## src/rtl/fill_notification_coalescer_pkg.sv

```systemverilog
// Shared types for the fill-notification path feeding the cache-table monitor.
package rme_pkg;

    localparam int unsigned RME_LINE_IDX_W   = 26;
    localparam int unsigned RME_LINE_BYTES   = 64;
    localparam int unsigned LINE_OFFSET_BITS = $clog2(RME_LINE_BYTES);

    typedef struct packed {
        logic [RME_LINE_IDX_W-1:0] line;
        logic [7:0]                size;
    } fill_entry_t;

    typedef enum logic [1:0] {
        IDLE  = 2'd0,
        ISSUE = 2'd1,
        WAIT  = 2'd2
    } issue_state_t;

endpackage

```

## src/rtl/fill_notification_coalescer_notif_fifo.sv

```systemverilog
// Small synchronous FIFO of pending fill notifications; extra pointer bit separates full from empty.
module notif_fifo
    import rme_pkg::*;
#(
    parameter int unsigned DEPTH = 4
) (
    input  logic        clk,
    input  logic        rst,
    input  logic        push,
    input  logic        pop,
    input  fill_entry_t wdata,
    output fill_entry_t rdata,
    output logic        full,
    output logic        empty
);

    localparam int unsigned AW = $clog2(DEPTH);

    logic [AW:0] wptr_q;
    logic [AW:0] rptr_q;
    fill_entry_t mem_q [DEPTH];

    always_ff @(posedge clk or posedge rst) begin
        if (rst) begin
            wptr_q <= '0;
            rptr_q <= '0;
        end else begin
            if (push && !full)
                wptr_q <= wptr_q + (AW+1)'(1);
            if (pop && !empty)
                rptr_q <= rptr_q + (AW+1)'(1);
        end
    end

    always_ff @(posedge clk) begin
        if (push && !full)
            mem_q[wptr_q[AW-1:0]] <= wdata;
    end

    assign rdata = mem_q[rptr_q[AW-1:0]];
    assign empty = (wptr_q == rptr_q);
    assign full  = (wptr_q[AW] != rptr_q[AW]) && (wptr_q[AW-1:0] == rptr_q[AW-1:0]);

endmodule

```

## src/rtl/fill_notification_coalescer.sv

```systemverilog
// Accumulates fetch-unit write beats per cache line and issues one paced inc
// notification per line segment to the cache-table monitor.
module fill_notification_coalescer
    import rme_pkg::*;
#(
    parameter int unsigned C_BRAM_ADDR_WIDTH    = 26,
    parameter int unsigned CACHE_LINE_SIZE_BYTE = 64,
    parameter int unsigned BEAT_BYTES           = 16,
    parameter int unsigned FIFO_DEPTH           = 4,
    parameter int unsigned FLUSH_TIMEOUT        = 32
) (
    input  logic                                                   clock,
    input  logic                                                   reset,
    input  logic                                                   wr_valid,
    output logic                                                   wr_ready,
    input  logic [C_BRAM_ADDR_WIDTH+$clog2(CACHE_LINE_SIZE_BYTE)-1:0] wr_byte_addr,
    input  logic [$clog2(BEAT_BYTES):0]                            wr_bytes,
    input  logic                                                   flush,
    output logic                                                   inc,
    output logic [C_BRAM_ADDR_WIDTH-1:0]                           inc_addr,
    output logic [7:0]                                             inc_size,
    input  logic                                                   data_inserted,
    output logic                                                   busy,
    output logic                                                   straddle_err
);

    localparam int unsigned LOB    = $clog2(CACHE_LINE_SIZE_BYTE);
    localparam int unsigned IDLE_W = (FLUSH_TIMEOUT > 0) ? $clog2(FLUSH_TIMEOUT + 1) : 1;
    localparam logic [7:0]  LINE_SZ = 8'(CACHE_LINE_SIZE_BYTE);

    if (C_BRAM_ADDR_WIDTH != RME_LINE_IDX_W) begin : g_bad_addr_w
        $error("C_BRAM_ADDR_WIDTH must match the shared fill_entry_t line width");
    end
    if (CACHE_LINE_SIZE_BYTE > 128 || BEAT_BYTES >= CACHE_LINE_SIZE_BYTE) begin : g_bad_sizes
        $error("line size must be <= 128 and strictly larger than BEAT_BYTES");
    end
    if (FIFO_DEPTH < 2) begin : g_bad_depth
        $error("FIFO_DEPTH must be at least 2");
    end

    logic                         acc_valid_q, acc_valid_d;
    logic [C_BRAM_ADDR_WIDTH-1:0] acc_line_q,  acc_line_d;
    logic [7:0]                   acc_bytes_q, acc_bytes_d;
    logic                         flush_pend_q, flush_pend_d;
    logic [IDLE_W-1:0]            idle_q, idle_d;
    logic                         straddle_q, straddle_d;
    issue_state_t                 state_q, state_d;
    logic [C_BRAM_ADDR_WIDTH-1:0] inc_addr_q, inc_addr_d;
    logic [7:0]                   inc_size_q, inc_size_d;

    logic                         fifo_push, fifo_pop, fifo_full, fifo_empty;
    fill_entry_t                  push_entry, head_entry;

    logic                         accepted, timeout, flush_req;
    logic [C_BRAM_ADDR_WIDTH-1:0] beat_line;
    logic [7:0]                   beat_bytes, sum, beat_end;

    assign wr_ready   = ~fifo_full & ~reset;
    assign accepted   = wr_valid & wr_ready;
    assign beat_line  = wr_byte_addr[C_BRAM_ADDR_WIDTH+LOB-1:LOB];
    assign beat_bytes = 8'(wr_bytes);
    assign sum        = acc_bytes_q + beat_bytes;
    assign beat_end   = 8'(wr_byte_addr[LOB-1:0]) + beat_bytes;
    assign timeout    = (FLUSH_TIMEOUT != 0) && (idle_q == IDLE_W'(FLUSH_TIMEOUT));
    assign flush_req  = flush | flush_pend_q | timeout;

    always_comb begin
        acc_valid_d     = acc_valid_q;
        acc_line_d      = acc_line_q;
        acc_bytes_d     = acc_bytes_q;
        flush_pend_d    = flush_pend_q;
        straddle_d      = straddle_q;
        fifo_push       = 1'b0;
        push_entry.line = acc_line_q;
        push_entry.size = acc_bytes_q;

        if (accepted) begin
            // A beat takes priority; any flush is held and served on a later cycle.
            flush_pend_d = flush_pend_q | flush;
            if (beat_end > LINE_SZ)
                straddle_d = 1'b1;
            if (!acc_valid_q || beat_line != acc_line_q) begin
                fifo_push   = acc_valid_q;
                acc_valid_d = 1'b1;
                acc_line_d  = beat_line;
                acc_bytes_d = beat_bytes;
            end else begin
                acc_bytes_d = sum;
                if (sum > LINE_SZ)
                    straddle_d = 1'b1;
                if (sum >= LINE_SZ) begin
                    fifo_push       = 1'b1;
                    push_entry.size = (sum > LINE_SZ) ? LINE_SZ : sum;
                    acc_valid_d     = 1'b0;
                    acc_bytes_d     = '0;
                end
            end
        end else if (flush_req) begin
            if (!acc_valid_q) begin
                flush_pend_d = 1'b0;
            end else if (!fifo_full) begin
                fifo_push    = 1'b1;
                acc_valid_d  = 1'b0;
                acc_bytes_d  = '0;
                flush_pend_d = 1'b0;
            end else begin
                flush_pend_d = 1'b1;
            end
        end

        if (accepted || !acc_valid_d)
            idle_d = '0;
        else if (idle_q != IDLE_W'(FLUSH_TIMEOUT))
            idle_d = idle_q + IDLE_W'(1);
        else
            idle_d = idle_q;
    end

    always_comb begin
        state_d    = state_q;
        fifo_pop   = 1'b0;
        inc_addr_d = inc_addr_q;
        inc_size_d = inc_size_q;
        case (state_q)
            IDLE: begin
                if (!fifo_empty) begin
                    state_d    = ISSUE;
                    inc_addr_d = head_entry.line;
                    inc_size_d = head_entry.size;
                end
            end
            ISSUE: begin
                fifo_pop = 1'b1;
                state_d  = WAIT;
            end
            WAIT: begin
                if (data_inserted)
                    state_d = IDLE;
            end
            default: state_d = IDLE;
        endcase
    end

    always_ff @(posedge clock or posedge reset) begin
        if (reset) begin
            acc_valid_q  <= 1'b0;
            acc_line_q   <= '0;
            acc_bytes_q  <= '0;
            flush_pend_q <= 1'b0;
            idle_q       <= '0;
            straddle_q   <= 1'b0;
            state_q      <= IDLE;
            inc_addr_q   <= '0;
            inc_size_q   <= '0;
        end else begin
            acc_valid_q  <= acc_valid_d;
            acc_line_q   <= acc_line_d;
            acc_bytes_q  <= acc_bytes_d;
            flush_pend_q <= flush_pend_d;
            idle_q       <= idle_d;
            straddle_q   <= straddle_d;
            state_q      <= state_d;
            inc_addr_q   <= inc_addr_d;
            inc_size_q   <= inc_size_d;
        end
    end

    notif_fifo #(
        .DEPTH (FIFO_DEPTH)
    ) u_fifo (
        .clk   (clock),
        .rst   (reset),
        .push  (fifo_push),
        .pop   (fifo_pop),
        .wdata (push_entry),
        .rdata (head_entry),
        .full  (fifo_full),
        .empty (fifo_empty)
    );

    assign inc          = (state_q == ISSUE);
    assign inc_addr     = inc_addr_q;
    assign inc_size     = inc_size_q;
    assign busy         = acc_valid_q | ~fifo_empty | (state_q != IDLE);
    assign straddle_err = straddle_q;

endmodule
```

## config.mk

```make
export PLATFORM = sky130hd
export DESIGN_NAME = fill_notification_coalescer
export DESIGN_NICKNAME = d
export VERILOG_FILES = /design/src/rtl/fill_notification_coalescer_pkg.sv /design/src/rtl/fill_notification_coalescer_notif_fifo.sv /design/src/rtl/fill_notification_coalescer.sv
export SDC_FILE = /design/constraint.sdc
export NUM_CORES = 1
export LEC_CHECK = 0
export BUFFER_PORTS_ARGS = -buffer_cell sky130_fd_sc_hd__buf_4
export CAP_MARGIN = 20
export CORE_UTILIZATION = 50
export CTS_BUF_LIST = sky130_fd_sc_hd__clkbuf_8
export DETAILED_ROUTE_END_ITERATION = 16
export GPL_TIMING_DRIVEN = 0
export PLACE_DENSITY_LB_ADDON = 0.3
export SLEW_MARGIN = 25
export SYNTH_ARGS = -nofsm -noshare
export SYNTH_HDL_FRONTEND = slang
export SYNTH_HIERARCHICAL = 1
export SYNTH_SLANG_ARGS = --single-unit
```

## constraint.sdc

```tcl
create_clock -name clock -period 4.8 [get_ports clock]
set_clock_uncertainty 0.05 [all_clocks]
set_input_delay 0.24 -clock clock [delete_from_list [all_inputs] [get_ports clock]]
set_output_delay 0.24 -clock clock [all_outputs]
set_load 0.01 [all_outputs]
```

==> results of run 1 <==
## layer usage
| metal | up-vias | share of wire (%) | global-route usage (%) |
|---|---|---|---|
| li1 | 2412 | - | - |
| met5 | - | 0 | 0 |
| met4 | 0 | 1.9 | 8.07 |
| met1 | 2711 | 41 | 25.9 |
| met3 | 30 | 5.4 | 4.14 |
| met2 | 160 | 52 | 36.8 |
## power by group through the flow
stage	registers (mW)	logic, mW	clock network [mW]
after floorplan	3.13	1.63	0
after global placement	3.12	2.36	0
after detailed placement	3.17	2.50	0
after CTS	3.13	2.53	1.50
after global routing	3.20	2.69	1.59
final	3.13	2.49	1.47
## tightest hold or removal path, cell delays in order
cell and delay (ns):
buf_4 0.08, o211ai_1 0.07, a31oi_1 0.15, a211o_1 0.11
## placed cells by master, fill, tap and decap left out, drive strengths merged, types with 6 or more instances in the layout
cell         instances
edfxtp             136
nand2b               7
a21oi               12
inv                 33
buf                 99
nor2                16
clkbuf              43
clkinv               7
and2                10
nor3                 6
nand2               13
nand4                6
dlygate4sd3         34
xor2                 9
dfrtp               85
o21ai               12
nand3                9
mux4                34
xnor2               34
ha                  17
mux2                62
## kinds of logic (layout without fill, tap and decap cells)
family / count (synthesis) / count (layout) / share of synthesized area (%)
XOR/XNOR: 43 / 43 / 4.26
multiplexers: 96 / 96 / 15.8
flip-flops: 221 / 221 / 66.3
AND/OR/NAND/NOR: 84 / 84 / 5.06
buffers and inverters: 33 / 216 / 1.92
AO/OA/AOI/OAI: 54 / 54 / 3.94
adder cells (fa/ha/maj): 19 / 19 / 2.70
## layout make-up
type | instances | area share, %
flip-flops and latches | 221 | 54.5
multi-input cells | 296 | 26.2
repair buffers | 119 | 9.40
clock buffers | 41 | 4.95
well taps | 229 | 2.51
plain buffers | 16 | 1.02
clock inverters | 23 | 0.769
inverters | 17 | 0.604
## flip-flops by register name (all words and copies together) (netlist names)
register	count
acc_bytes_q	8
u_fifo/mem_q	136
idle_q	6
acc_line_q	26
state_q	2
acc_valid_q	1
inc_addr	26
inc_size	8
flush_pend_q	1
u_fifo/rptr_q	3
straddle_err	1
u_fifo/wptr_q	3
## worst max-delay path by stage
stage | start | slack [ns] | to
6_report | u_fifo/rptr_q[0] | 0.45 | u_fifo/mem_q[3][6]
5_1_grt | u_fifo/rptr_q[0] | 0.28 | u_fifo/mem_q[3][6]
4_1_cts | u_fifo/rptr_q[0] | 0.47 | u_fifo/mem_q[3][6]
3_5_place_dp | u_fifo/rptr_q[0] | 0.49 | u_fifo/mem_q[3][0]
3_3_place_gp | u_fifo/rptr_q[0] | -0.62 | u_fifo/mem_q[3][0]
2_1_floorplan | u_fifo/rptr_q[0] | 0.99 | u_fifo/mem_q[3][0]
## timing repair
| item | CTS | global route |
|---|---|---|
| endpoints found under the setup margin | 0 | 0 |
| hold buffers | 34 | 0 |
| hold endpoints to repair | 71 | 0 |
==> metrics.txt, run 1 <==
CTS tree=built; HP Class=in -> reg; first-pass GRT wire length=30,600 um; CP delay by family, top=simple AND/OR/NAND/NOR gates; Setup crit start kind=flop; post-synthesis sequential area ratio=roughly two thirds; Remaining DRCs=0; Starting Density=51.6%; Clk pwr share=20.7%; core area=between 15,000 and 20,000 um^2; Async SR Flop Fraction=38.5%; DIE AREA=between 15,000 and 20,000 um^2; CTS clk-pin slew, worst paths=about 0.070 ns; Clock Path Buffers=3; layout cell share with drive strength beyond 1=roughly a third; min-delay src=wr_byte_addr[5]; Hold Crit Endpoint=straddle_err; most common cell in the synthesized netlist=edfxtp_1; Setup CP Type=reg -> reg; Post-CTS Resized=0; FILL cells=around 1,400; WP data required=~5.0 ns; Slew @ Worst Pin=0.777 ns; Pins Over Slew Limit=0; RSZ-0062 raised after global routing=false; GRT Util Overall=a little over a fifth; DR WL/cell=19.8 um; commonest cells in the netlist=edfxtp_1, dfrtp_1, mux2_2; 1st-pass router iterations=6; Tmin final=roughly 4.3 ns; Final HPWL DP=about 13,000 um; Power Total=7.08 mW; Die Y=approximately 140 um; Critical Path Stages=14; Leak=4.40 nW; syn_area_per_cell=17.0 um^2; root buffer cell=clkbuf_8; Total Wirelength=between 15,000 and 20,000 um; Buffers on Ports=79; DR vias/cell=about 5.5; Int Pwr=about 4.8 mW; Yosys cell types=between 50 and 60; hold_ws=roughly 0.13 ns; I/O pin count=80; R2R Setup Slk=0.45 ns; Net Count, Synth=611; area of the multi-input gates=about 3000 um^2; fmax=230 MHz; Register-to-Register Path Depth=14; H-Tree Depth=2; Cell Count, Final, Fillers Out=962; switch share=between 30% and 40%; period utilization=between 90 and 100%; number of clock sinks=about 220; Setup crit end kind=flop; Post-synth EDFFs=about 140; RR Startpoint=u_fifo/rptr_q[0]; grt ovf=0; slowest cell on the critical path=clkbuf_1; largest net degree at the start of global routing=48; cell mode on critical path=nand2_1; Synth Register Bits=about 220; Pwr per Cell Area=621 nW/um^2; postcts setup bufs=0; max cap viols=0; setup TNS=0 ns; Yosys top cell area share=a little over two fifths; hold depth=4; dpl cells=about 860; combinational power share=between 30% and 40%; Die X=139 um; Cells after Synth=550; nets=about 770; Buf/Inv on CP=5; RR Endpoint=u_fifo/mem_q[3][6]; Synth Cell Area=between 9000 and 10,000 um^2; Ys Warns=6; FF/Latch Area=6210 um^2; Util after Layout=between 60% and 70%; Slew Limit Headroom=a little under half; CP max FO=17; Post-DP Area=10,400 um^2; initial antenna violation count=0; Inserted Diodes=0; switching power=2.27 mW; area leader, netlist=edfxtp_1; vias in the first global route=around 5,800; Crit path arrival time=around 4.5 ns; peak supply drop=about 0.00023 V; Largest stage delay, worst path=roughly 0.50 ns; GPL Wtd Cong=roughly 0.83; pre-CTS WS=a little under 0.5 ns; Seq pwr share=~44%; post-route cell area=approximately 11,000 um^2; endpoints failing setup=0; Main synth FF type=edfxtp_1; Final ANT Viol Nets=0; status=complete, no violations; routed vias=5,313; Starting DRT DRC Count=about 270; crit path cell chain=buf_6 > xnor2_2 > nand3_2 > inv_1 > nor2_1 > and2_1 > clkbuf_1 > and3_1 > nand2_1 > o21ai_0 > nand2_1 > a31oi_4 > buf_8 > buf_16; total CTS buffers=36; worst setup margin=0.451 ns; clk_lat worst skew=slightly above 0.5 ns; row cnt=approximately 50; synth top area cells=edfxtp_1, dfrtp_1, mux4_2; Area Growth Syn to Fin=21.6%; count of final hold-check violations=0
No activity file was read; power rests on OpenSTA's default activity.
==> run 2, diff against run 1 <==
Clock period 4.8 ns to 3.9 ns, I/O delays scaled along.
==> run 2 against run 1 <==
  * Sequential share of layout area fell by 0.078 points
  * Sequential power increased by 23%
  * First-iteration DRC count rose by 5.6%
  * Cell count rose by 0.10%
  * Flip-flop and latch count unchanged
  * Worst setup slack worse by 0.21 ns
  * Highest routed layer unchanged
  * Non-clock buffer count rose by 1
  * Wire length about the same
  * Largest cell class unchanged
  * Fmax is 19% higher
  * Clock power rose by 22%
  * Worst hold slack got worse by 0.047 ns
==> metrics.txt, run 2 (synthesized netlist as in run 1, its figures left out) <==
RR Startpoint=u_fifo/rptr_q[0]; Area Growth Syn to Fin=21.8%; fmax=273 MHz (+19%); switch share=32.0% (-0.035 points); clk_lat worst skew=0.51 ns (about the same); min-delay src=wr_byte_addr[5]; Clk pwr share=20.6% (about the same); first-pass GRT wire length=30,600 um (about the same); row cnt=49 (unchanged); CP max FO=22 (+5); Buffers on Ports=79 (unchanged); DR vias/cell=5.50 (-0.35%); crit path cell chain=buf_6 > xnor2_2 > nand3_2 > inv_1 > nor2_1 > and2_1 > clkbuf_2 > and3_1 > nand2_1 > o21ai_2 > and3_2 > buf_12; endpoints failing setup=0 (unchanged); period utilization=93.8% (+3.2 points); Starting DRT DRC Count=281 (+5.6%); most frequent cells in the layout=edfxtp_1, dfrtp_1, buf_4, mux2_2, clkbuf_8; Seq pwr share=44.1% (about the same); Hold Crit Endpoint=straddle_err; I/O pin count=80 (unchanged); Slew Limit Headroom=50.6% (+3.0 points); CTS tree=built; status=complete, no violations; Util after Layout=62.9% (+0.090 points); GPL Wtd Cong=0.832 (unchanged); Die Y=139 um (unchanged); total CTS buffers=36 (unchanged); peak supply drop=0.000290 V (+25%); count of final hold-check violations=0 (unchanged); Tmin final=3.66 ns (-0.691 ns); slowest cell on the critical path=and3_2; max reg flops=136 (unchanged); Setup crit end kind=flop; Pwr per Cell Area=764 nW/um^2 (+23%); Final HPWL DP=12,800 um (unchanged); Pins Over Slew Limit=0 (unchanged); switching power=2.79 mW (+23%); Setup crit start kind=flop; nets=769 (+0.13%); DR WL/cell=19.7 um (-0.19%); Total Wirelength=19,000 um (about the same); initial antenna violation count=0 (unchanged); GRT Util Overall=21.0% (about the same); Int Pwr=5.93 mW (+23%); setup TNS=0 ns (unchanged); largest net degree at the start of global routing=48 (unchanged); Clock Path Buffers=3 (unchanged); hold depth=4 (unchanged); CTS clk-pin slew, worst paths=0.07 ns (about the same); grt ovf=0 (unchanged); HP Class=in -> reg; most common cell after layout, fill and taps aside=edfxtp_1; Final ANT Viol Nets=0 (unchanged); 1st-pass router iterations=6 (unchanged); Crit path arrival time=3.80 ns (-0.70 ns); root buffer cell=clkbuf_8; RSZ-0062 raised after global routing=false; Cell Count, Final, Fillers Out=963 (+0.10%); Starting Density=51.6% (unchanged); Slew @ Worst Pin=0.737 ns (-0.0403 ns); Die X=139 um (unchanged); Register-to-Register Path Depth=12 (-2); WP data required=4.05 ns (-0.91 ns); Leak=4.41 nW (+0.21%); core area=18,100 um^2 (unchanged); layout cell share with drive strength beyond 1=35.1% (+0.36 points); dpl cells=864 (unchanged); Power Total=8.72 mW (+23%); Largest stage delay, worst path=0.54 ns (+0.04 ns); vias in the first global route=5,859 (+0.19%); Inserted Diodes=0 (unchanged); Remaining DRCs=0 (unchanged); number of clock sinks=221 (unchanged); max cap viols=0 (unchanged); Setup CP Type=reg -> reg; combinational power share=35.2% (about the same); routed vias=5,300 (-0.24%); RR Endpoint=u_fifo/mem_q[1][5]; R2R Setup Slk=0.24 ns (-0.21 ns); DIE AREA=19,300 um^2 (unchanged); H-Tree Depth=2 (unchanged); FILL cells=1,351 (+0.074%)
-- run 2: changes by cell type in the layout (fill, tap and decap cells not counted) --
cell	previous run	this run
and3_2	3	2
and3_4	0	1
buf_4	79	80
clkbuf_1	1	0
clkbuf_2	1	2
o21ai_0	12	11
o21ai_2	0	1
-- run 2: worst max-delay path by stage --
stage / from / to / slack, ns
finish: u_fifo/rptr_q[0] / u_fifo/mem_q[1][5] / 0.24
global route: u_fifo/rptr_q[0] / u_fifo/mem_q[1][20] / 0.1
CTS: u_fifo/rptr_q[0] / u_fifo/mem_q[0][5] / 0.01
detailed placement: u_fifo/rptr_q[0] / u_fifo/mem_q[3][0] / -0.41
global placement: u_fifo/rptr_q[0] / u_fifo/mem_q[3][0] / -1.52
floorplan: u_fifo/rptr_q[0] / u_fifo/mem_q[3][0] / 0.09
-- run 2: stage by stage --
step,cell area [um^2],hold slack [ns],worst slack [ns]
floorplan,9370,-0.0640,0.0914
global placement,10200,0.103,-1.52
detailed placement,10400,0.129,-0.412
CTS,11400,0.0705,0.0127
global route,11400,0.142,0.0979
finish,11400,0.0848,0.242
-- run 2: power by group through the flow --
stage          clock (mW)  sequential (mW)  combinational [mW]
3_5_place_dp            0             3.90                3.08
2_1_floorplan           0             3.85                2.01
3_3_place_gp            0             3.84                2.90
4_1_cts              1.85             3.85                3.12
6_report             1.80             3.85                3.07
5_1_grt              1.95             3.94                3.33
-- run 2: layout make-up --
class / instances / area (um^2) / area share, %
Inverter: 17 / 68.8 / 0.603
Multi-Input combinational cell: 296 / 3000 / 26.3
Sequential cell: 221 / 6210 / 54.4
Tap cell: 229 / 287 / 2.51
Buffer: 16 / 118 / 1.03
Clock inverter: 23 / 87.6 / 0.767
Timing Repair Buffer: 120 / 1080 / 9.45
Clock buffer: 41 / 564 / 4.94
-- run 2: repair_timing --
action,in CTS,in global routing
endpoints found under the hold margin,118,0
hold buffers,34,0
resized for setup,2,2
setup buffers,1,0
cloned,0,0
endpoints found under the setup margin,112,62
-- run 2: worst max-delay path: cells and delay by family (launching register included) --
family,cells,cell delay (ns)
buf+inv,4,0.85
compound gates,1,0.23
xor+xnor,1,0.22
flops,1,0.39
simple gates,6,1.60
-- run 2: routing by layer --
metal  wire length (um)  GRT usage [%]  vias to the layer above
li1                   -              -                     2414
met1               7840           25.9                     2702
met3               1010           4.14                       32
met5                  0              0                        -
met4                366           8.07                        0
met2               9790           36.8                      152
